<file path="src/rtl/regfile_write_arbiter_if.sv">
`default_nettype none
// ============================================================================
// Module      : regfile_write_arbiter_if
// Description : Bundle of request and response signals around the register
//               file write arbiter.
//   master : requester side (writeback stage, NI receive path)
//   slave  : arbiter side
//   wb_we/wb_rd/wb_wd     writeback write request, address, data
//   ni_valid/ni_rd/ni_wd  NI write offer, address, data
//   ni_ready              arbiter can take an NI write this cycle
//   wr_en/wr_addr/wr_data registered register file write port
//   stall_pipe            pipeline stall while NI queue drains
//   ni_count              NI queue occupancy (0..DEPTH)
// Revision    : 1.0 - initial release
// ============================================================================
interface regfile_write_arbiter_if #(
  parameter int DEPTH = 4
);
  logic                     wb_we;
  logic [4:0]               wb_rd;
  logic [31:0]              wb_wd;
  logic                     ni_valid;
  logic [4:0]               ni_rd;
  logic [31:0]              ni_wd;
  logic                     ni_ready;
  logic                     wr_en;
  logic [4:0]               wr_addr;
  logic [31:0]              wr_data;
  logic                     stall_pipe;
  logic [$clog2(DEPTH):0]   ni_count;

  modport master (
    output wb_we, wb_rd, wb_wd, ni_valid, ni_rd, ni_wd,
    input  ni_ready, wr_en, wr_addr, wr_data, stall_pipe, ni_count
  );

  modport slave (
    input  wb_we, wb_rd, wb_wd, ni_valid, ni_rd, ni_wd,
    output ni_ready, wr_en, wr_addr, wr_data, stall_pipe, ni_count
  );
endinterface
`default_nettype wire

</file>
<file path="src/rtl/regfile_write_arbiter.sv">
`default_nettype none
// ============================================================================
// Module      : regfile_write_arbiter
// Description : Shares the single register file write port between pipeline
//               writeback (priority) and the NI receive path (queued in a
//               small FIFO). A full queue or a starved queue head forces a
//               drain phase that stalls the pipeline.
//   clk  : rising-edge clock
//   rst  : asynchronous active-low reset
//   bus  : regfile_write_arbiter_if.slave (requests in, write port out)
// Revision    : 1.0 - initial release
// ============================================================================
module regfile_write_arbiter #(
  parameter int DEPTH        = 4,
  parameter int STARVE_LIMIT = 8
) (
  input  wire logic                clk,
  input  wire logic                rst,
  regfile_write_arbiter_if.slave   bus
);

  localparam int c_PW = $clog2(DEPTH);
  localparam int c_CW = c_PW + 1;
  localparam int c_SW = $clog2(STARVE_LIMIT + 1);
  localparam logic [c_CW-1:0] c_FULL = c_CW'(DEPTH);
  localparam logic [c_SW-1:0] c_SLIM = c_SW'(STARVE_LIMIT);

  typedef enum logic [0:0] {
    ST_IDLE  = 1'b0,
    ST_FORCE = 1'b1
  } state_t;

  state_t            r_state;
  logic [4:0]        r_fifo_rd [DEPTH];
  logic [31:0]       r_fifo_wd [DEPTH];
  logic [c_PW-1:0]   r_wr_ptr;
  logic [c_PW-1:0]   r_rd_ptr;
  logic [c_CW-1:0]   r_count;
  logic [c_SW-1:0]   r_starve;
  logic              r_wr_en;
  logic [4:0]        r_wr_addr;
  logic [31:0]       r_wr_data;

  logic w_ready;
  logic w_push;
  logic w_empty;
  logic w_grant_wb;
  logic w_grant_ni;

  assign w_empty = (r_count == '0);
  assign w_ready = (r_count < c_FULL) && (r_state == ST_IDLE);
  // Writes to r0 are architecturally void: accepted on the handshake but dropped.
  assign w_push  = bus.ni_valid && w_ready && (bus.ni_rd != 5'd0);

  // The pipeline holds its request while stalled, so WB is ignored in FORCE.
  assign w_grant_wb = (r_state == ST_IDLE) && bus.wb_we && (bus.wb_rd != 5'd0);
  assign w_grant_ni = !w_grant_wb && !w_empty;

  assign bus.ni_ready   = w_ready;
  assign bus.stall_pipe = (r_state == ST_FORCE);
  assign bus.ni_count   = r_count;
  assign bus.wr_en      = r_wr_en;
  assign bus.wr_addr    = r_wr_addr;
  assign bus.wr_data    = r_wr_data;

  // Queue storage needs no reset: pointers and count define validity.
  always_ff @(posedge clk) begin
    if (w_push) begin
      r_fifo_rd[r_wr_ptr] <= bus.ni_rd;
      r_fifo_wd[r_wr_ptr] <= bus.ni_wd;
    end
  end

  always_ff @(posedge clk or negedge rst) begin
    if (!rst) begin
      r_state   <= ST_IDLE;
      r_wr_ptr  <= '0;
      r_rd_ptr  <= '0;
      r_count   <= '0;
      r_starve  <= '0;
      r_wr_en   <= 1'b0;
      r_wr_addr <= '0;
      r_wr_data <= '0;
    end else begin
      if (w_push) begin
        r_wr_ptr <= r_wr_ptr + 1'b1;
      end
      if (w_grant_ni) begin
        r_rd_ptr <= r_rd_ptr + 1'b1;
      end
      case ({w_push, w_grant_ni})
        2'b10:   r_count <= r_count + 1'b1;
        2'b01:   r_count <= r_count - 1'b1;
        default: r_count <= r_count;
      endcase

      // Starvation counter only runs while IDLE with an ungranted, non-empty queue.
      if ((r_state == ST_FORCE) || w_grant_ni || w_empty) begin
        r_starve <= '0;
      end else if (r_starve != c_SLIM) begin
        r_starve <= r_starve + 1'b1;
      end

      case (r_state)
        ST_IDLE: begin
          if ((r_count == c_FULL) || (r_starve == c_SLIM)) begin
            r_state <= ST_FORCE;
          end
        end
        ST_FORCE: begin
          if (w_empty) begin
            r_state <= ST_IDLE;
          end
        end
        default: r_state <= ST_IDLE;
      endcase

      r_wr_en <= w_grant_wb || w_grant_ni;
      if (w_grant_wb) begin
        r_wr_addr <= bus.wb_rd;
        r_wr_data <= bus.wb_wd;
      end else if (w_grant_ni) begin
        r_wr_addr <= r_fifo_rd[r_rd_ptr];
        r_wr_data <= r_fifo_wd[r_rd_ptr];
      end
    end
  end

endmodule
`default_nettype wire

</file>
<file path="src/flat_wrapper.sv">
// flat-port wrapper written by rule: the top's interface ports become plain ports
module regfile_write_arbiter_flat 
#(
  parameter int DEPTH        = 4,
  parameter int STARVE_LIMIT = 8
)
  (clk, rst, bus_wb_we, bus_wb_rd, bus_wb_wd, bus_ni_valid, bus_ni_rd, bus_ni_wd, bus_ni_ready, bus_wr_en, bus_wr_addr, bus_wr_data, bus_stall_pipe, bus_ni_count);
  regfile_write_arbiter_if #(.DEPTH(DEPTH)) bus_i ();
  input  wire logic clk;
  input  wire logic rst;
  input wire logic [$bits(bus_i.wb_we)-1:0] bus_wb_we;
  input wire logic [$bits(bus_i.wb_rd)-1:0] bus_wb_rd;
  input wire logic [$bits(bus_i.wb_wd)-1:0] bus_wb_wd;
  input wire logic [$bits(bus_i.ni_valid)-1:0] bus_ni_valid;
  input wire logic [$bits(bus_i.ni_rd)-1:0] bus_ni_rd;
  input wire logic [$bits(bus_i.ni_wd)-1:0] bus_ni_wd;
  output wire logic [$bits(bus_i.ni_ready)-1:0] bus_ni_ready;
  output wire logic [$bits(bus_i.wr_en)-1:0] bus_wr_en;
  output wire logic [$bits(bus_i.wr_addr)-1:0] bus_wr_addr;
  output wire logic [$bits(bus_i.wr_data)-1:0] bus_wr_data;
  output wire logic [$bits(bus_i.stall_pipe)-1:0] bus_stall_pipe;
  output wire logic [$bits(bus_i.ni_count)-1:0] bus_ni_count;
  assign bus_i.wb_we = bus_wb_we;
  assign bus_i.wb_rd = bus_wb_rd;
  assign bus_i.wb_wd = bus_wb_wd;
  assign bus_i.ni_valid = bus_ni_valid;
  assign bus_i.ni_rd = bus_ni_rd;
  assign bus_i.ni_wd = bus_ni_wd;
  assign bus_ni_ready = bus_i.ni_ready;
  assign bus_wr_en = bus_i.wr_en;
  assign bus_wr_addr = bus_i.wr_addr;
  assign bus_wr_data = bus_i.wr_data;
  assign bus_stall_pipe = bus_i.stall_pipe;
  assign bus_ni_count = bus_i.ni_count;
  regfile_write_arbiter #(.DEPTH(DEPTH), .STARVE_LIMIT(STARVE_LIMIT)) u_core (.clk(clk), .rst(rst), .bus(bus_i));
endmodule
</file>
<file path="config.mk">
export PLATFORM = sky130hd
export DESIGN_NAME = regfile_write_arbiter_flat
export DESIGN_NICKNAME = d
export VERILOG_FILES = /design/src/rtl/regfile_write_arbiter_if.sv /design/src/rtl/regfile_write_arbiter.sv /design/src/flat_wrapper.sv
export SDC_FILE = /design/constraint.sdc
export NUM_CORES = 1
export LEC_CHECK = 0
export CORE_AREA = 2 2 115 229
export DETAILED_ROUTE_END_ITERATION = 6
export DIE_AREA = 0 0 117 231
export GPL_TIMING_DRIVEN = 0
export PLACE_DENSITY = 0.49
export SETUP_SLACK_MARGIN = 0.02
export SYNTH_ARGS = -nofsm -noshare
export SYNTH_HDL_FRONTEND = slang
export SYNTH_SLANG_ARGS = --single-unit
</file>
<file path="constraint.sdc">
create_clock -name clk -period 3.1 [get_ports clk]
set_input_delay 0.62 -clock clk [delete_from_list [all_inputs] [get_ports clk]]
set_output_delay 0.62 -clock clk [all_outputs]
set_load 0.01 [all_outputs]
</file>
==> flow_summary.json <==
{
  "status": "finished, final reports clean",
  "synthFlopType": "edfxtp_1",
  "grt_first_pass_wirelength_um": 27700,
  "syn_avg_cell_area_sq_um": 16.7,
  "postCtsHoldBufs": 0,
  "start_util_pct": 30.3,
  "slew_viol_final": 0,
  "wire_per_inst_um": 18.9,
  "max-cap-violations": 0,
  "grtUsageTotal_pct": 14.0,
  "ys_warn_count": 0,
  "ys_ff_latch": 198,
  "fin_setup_tns_ns": 0,
  "drtIter0Drc": 253,
  "core_area_sq_um": 25400,
  "grt_max_degree": 51,
  "viasPerCell": 4.57,
  "place_ws_ns": -0.468,
  "cp_data_required_time_ns": 3.45,
  "synth_seq_area_share_pct": 73.9,
  "setup_ws_ns": 0.336,
  "antenna_found_initial": 0,
  "finalPower_mw": 8.97,
  "clkSinkCount": 198,
  "cts_max_path_buffers": 2,
  "synthArstFlopShare_pct": 25.3,
  "setup_violations": 0,
  "syn_nets": 549,
  "clkTransAtPathRegs_ns": 0.07,
  "area_growth_pct": 30.5,
  "startpoint_type": "input pin",
  "clk_latency_ns": 0.43,
  "hpwl_um": 11900,
  "portBuffers": 120,
  "dr.pass1.iters": 4,
  "cp_data_arrival_time_ns": 3.11,
  "worstMarginPinSlew_ns": 1.01,
  "num_rows": 83,
  "gp_congestion": 0.693,
  "grt_pass1_vias": 4715,
  "cts_tree": "done",
  "fin_crit_sh_pct": 89.2,
  "slew_headroom_pct": 32.4,
  "nNetsFinal": 695,
  "p_per_area_nw_per_um2": 892,
  "rsz0062_at_grt": "no",
  "dieArea_sq_um": 27000,
  "overflow": 0,
  "post-route-min-period_ns": 2.76,
  "yosysUniqueCellTypes": 30,
  "die-width_um": 117,
  "h-tree-depth": 4,
  "wirelength_um": 18200,
  "vdd_drop_max_uv": 579,
  "cts_buffers": 17,
  "power.leakage_nw": 3.53,
  "synth_edf_count": 148,
  "crit_fanout": 4,
  "synth.cell_area_sq_um": 7710,
  "hp-class": "in2async",
  "max_freq_ghz": 0.362,
  "clock_skew_ns": 0.0104,
  "vias": 4401,
  "cp-end-kind": "register",
  "whs_ns": 0.271,
  "syn_inst": 463,
  "drive_above_1_share_pct": 15.8,
  "pin_count": 121,
  "chipHeight_um": 231,
  "finalHoldViolations": 0,
  "antenna-diode-count": 0,
  "drcViolationCount": 0,
  "cts_root_buf": "clkbuf_16",
  "critPathKind": "in2reg",
  "ant_nets": 0
}
## worst paths after layout
| kind | endpoint | from | slack [ns] | cells past startpoint |
|---|---|---|---|---|
| setup / recovery | u_core.bus.ni_count[2] | bus_wb_rd[1] | 0.34 | 10 |
| hold / removal | u_core.bus.wr_data[11] | rst | 0.27 | 1 |
| setup reg to reg | u_core.bus.ni_count[2] | u_core.bus.ni_count[2] | 0.77 | 9 |
| hold reg to reg | u_core.bus.wr_data[0] | u_core.bus.wr_data[0] | 0.54 | 2 |
| max in group asynchronous | u_core.bus.wr_data[29] | rst | 2.31 | 1 |
| min in group clk | u_core.bus.wr_data[0] | u_core.bus.wr_data[0] | 0.54 | 2 |
## metal layers
metal | track usage [%] | vias to the layer above | part of all wire [%]
met1 | 18.2 | 2224 | 45
li1 | - | 2030 | -
met4 | 3.97 | 0 | 0.95
met2 | 23.0 | 136 | 49
met5 | 0 | - | 0
met3 | 3.75 | 11 | 5.4
## worst max-delay path, cell delays in order
cell	delay [ns]
clkdlybuf4s50_1	0.45
or4_1	0.59
o21ai_4	0.20
and2_1	0.22
ha_1	0.20
inv_1	0.06
fa_1	0.37
xor2_1	0.15
nor2_1	0.11
xor2_1	0.15
## Yosys cell counts (2+ instances only)
cell type / n / area [sq um]
a21oi_1: 2 / 10.0
a31oi_1: 35 / 219
a32oi_1: 2 / 17.5
and2_1: 5 / 31.3
buf_2: 10 / 50.1
buf_4: 5 / 37.5
clkbuf_1: 7 / 26.3
dfrtp_1: 50 / 1250
edfxtp_1: 148 / 4440
ha_1: 7 / 87.6
inv_1: 8 / 30.0
mux4_2: 37 / 833
nand2_1: 76 / 285
nand3_1: 3 / 15.0
nor2_1: 40 / 150
nor3_1: 6 / 30.0
o21ai_0: 2 / 10.0
xnor2_1: 4 / 35.0
xor2_1: 5 / 43.8
## flip-flops by register name, summed over array words and instances (netlist names)
| register | flops |
|---|---|
| u_core.r_wr_ptr | 2 |
| u_core.bus.wr_addr | 5 |
| u_core.bus.wr_en | 1 |
| u_core.r_fifo_rd | 20 |
| u_core.r_starve | 4 |
| u_core.bus.stall_pipe | 1 |
| u_core.bus.wr_data | 32 |
| u_core.bus.ni_count | 3 |
| u_core.r_fifo_wd | 128 |
| u_core.r_rd_ptr | 2 |
## logic make-up after synthesis
| kind of cell | Yosys count | share of synthesized area, % |
|---|---|---|
| compound gates | 42 | 3.44 |
| fa+ha+maj | 8 | 1.40 |
| mux | 39 | 11.1 |
| flops | 198 | 73.9 |
| buf+inv | 32 | 2.06 |
| xor+xnor | 9 | 1.02 |
| simple gates | 135 | 7.12 |
## layout make-up
class	instances	area, sq um
Buffer	24	129
Clock buffer	23	499
Clock inverter	9	110
Fill cell	2386	15400
Inverter	8	30.0
Multi-Input combinational cell	233	1870
Sequential cell	198	5700
Tap cell	340	425
Timing Repair Buffer	127	1300
## report_power, final
| part | internal [mW] | switching, mW | total [mW] |
|---|---|---|---|
| logic | 1.53 | 1.53 | 3.06 |
| registers | 3.39 | 0.259 | 3.65 |
| clock network | 1.31 | 0.951 | 2.26 |
## placed cells by master (no fill, tap or decap), types with 2 or more instances in the layout
cell type | synthesis | final
o21ai_0 | 2 | 2
inv_6 | 0 | 2
a31oi_1 | 35 | 35
xor2_1 | 5 | 5
edfxtp_1 | 148 | 148
dfrtp_1 | 50 | 50
and2_2 | 0 | 4
nand2_1 | 76 | 76
a21oi_1 | 2 | 2
inv_1 | 8 | 8
clkbuf_16 | 0 | 18
inv_4 | 0 | 3
ha_1 | 7 | 7
buf_2 | 10 | 10
a32oi_1 | 2 | 2
mux4_2 | 37 | 37
clkdlybuf4s50_1 | 0 | 119
clkbuf_8 | 0 | 3
nor2_1 | 40 | 40
clkbuf_1 | 7 | 9
nor3_1 | 6 | 6
nand3_1 | 3 | 3
xnor2_1 | 4 | 4
bufinv_16 | 0 | 2
buf_12 | 0 | 4
buf_4 | 5 | 9
## through the flow
stage               area, sq um  instances  util [%]
global route              10100        962      39.5
detailed placement         9420        927      37.0
finish                    10100        962      39.5
floorplan                  7710        463         -
global placement           9340        923      36.7
CTS                       10000        959      39.4
## what timing repair did
action / in CTS / in global routing
pin swaps: 0 / 1
setup buffers: 0 / 3
endpoints found under the hold margin: 0 / 0
resized for setup: 1 / 0
endpoints found under the setup margin: 1 / 1
No activity file was read; power rests on OpenSTA's default activity.
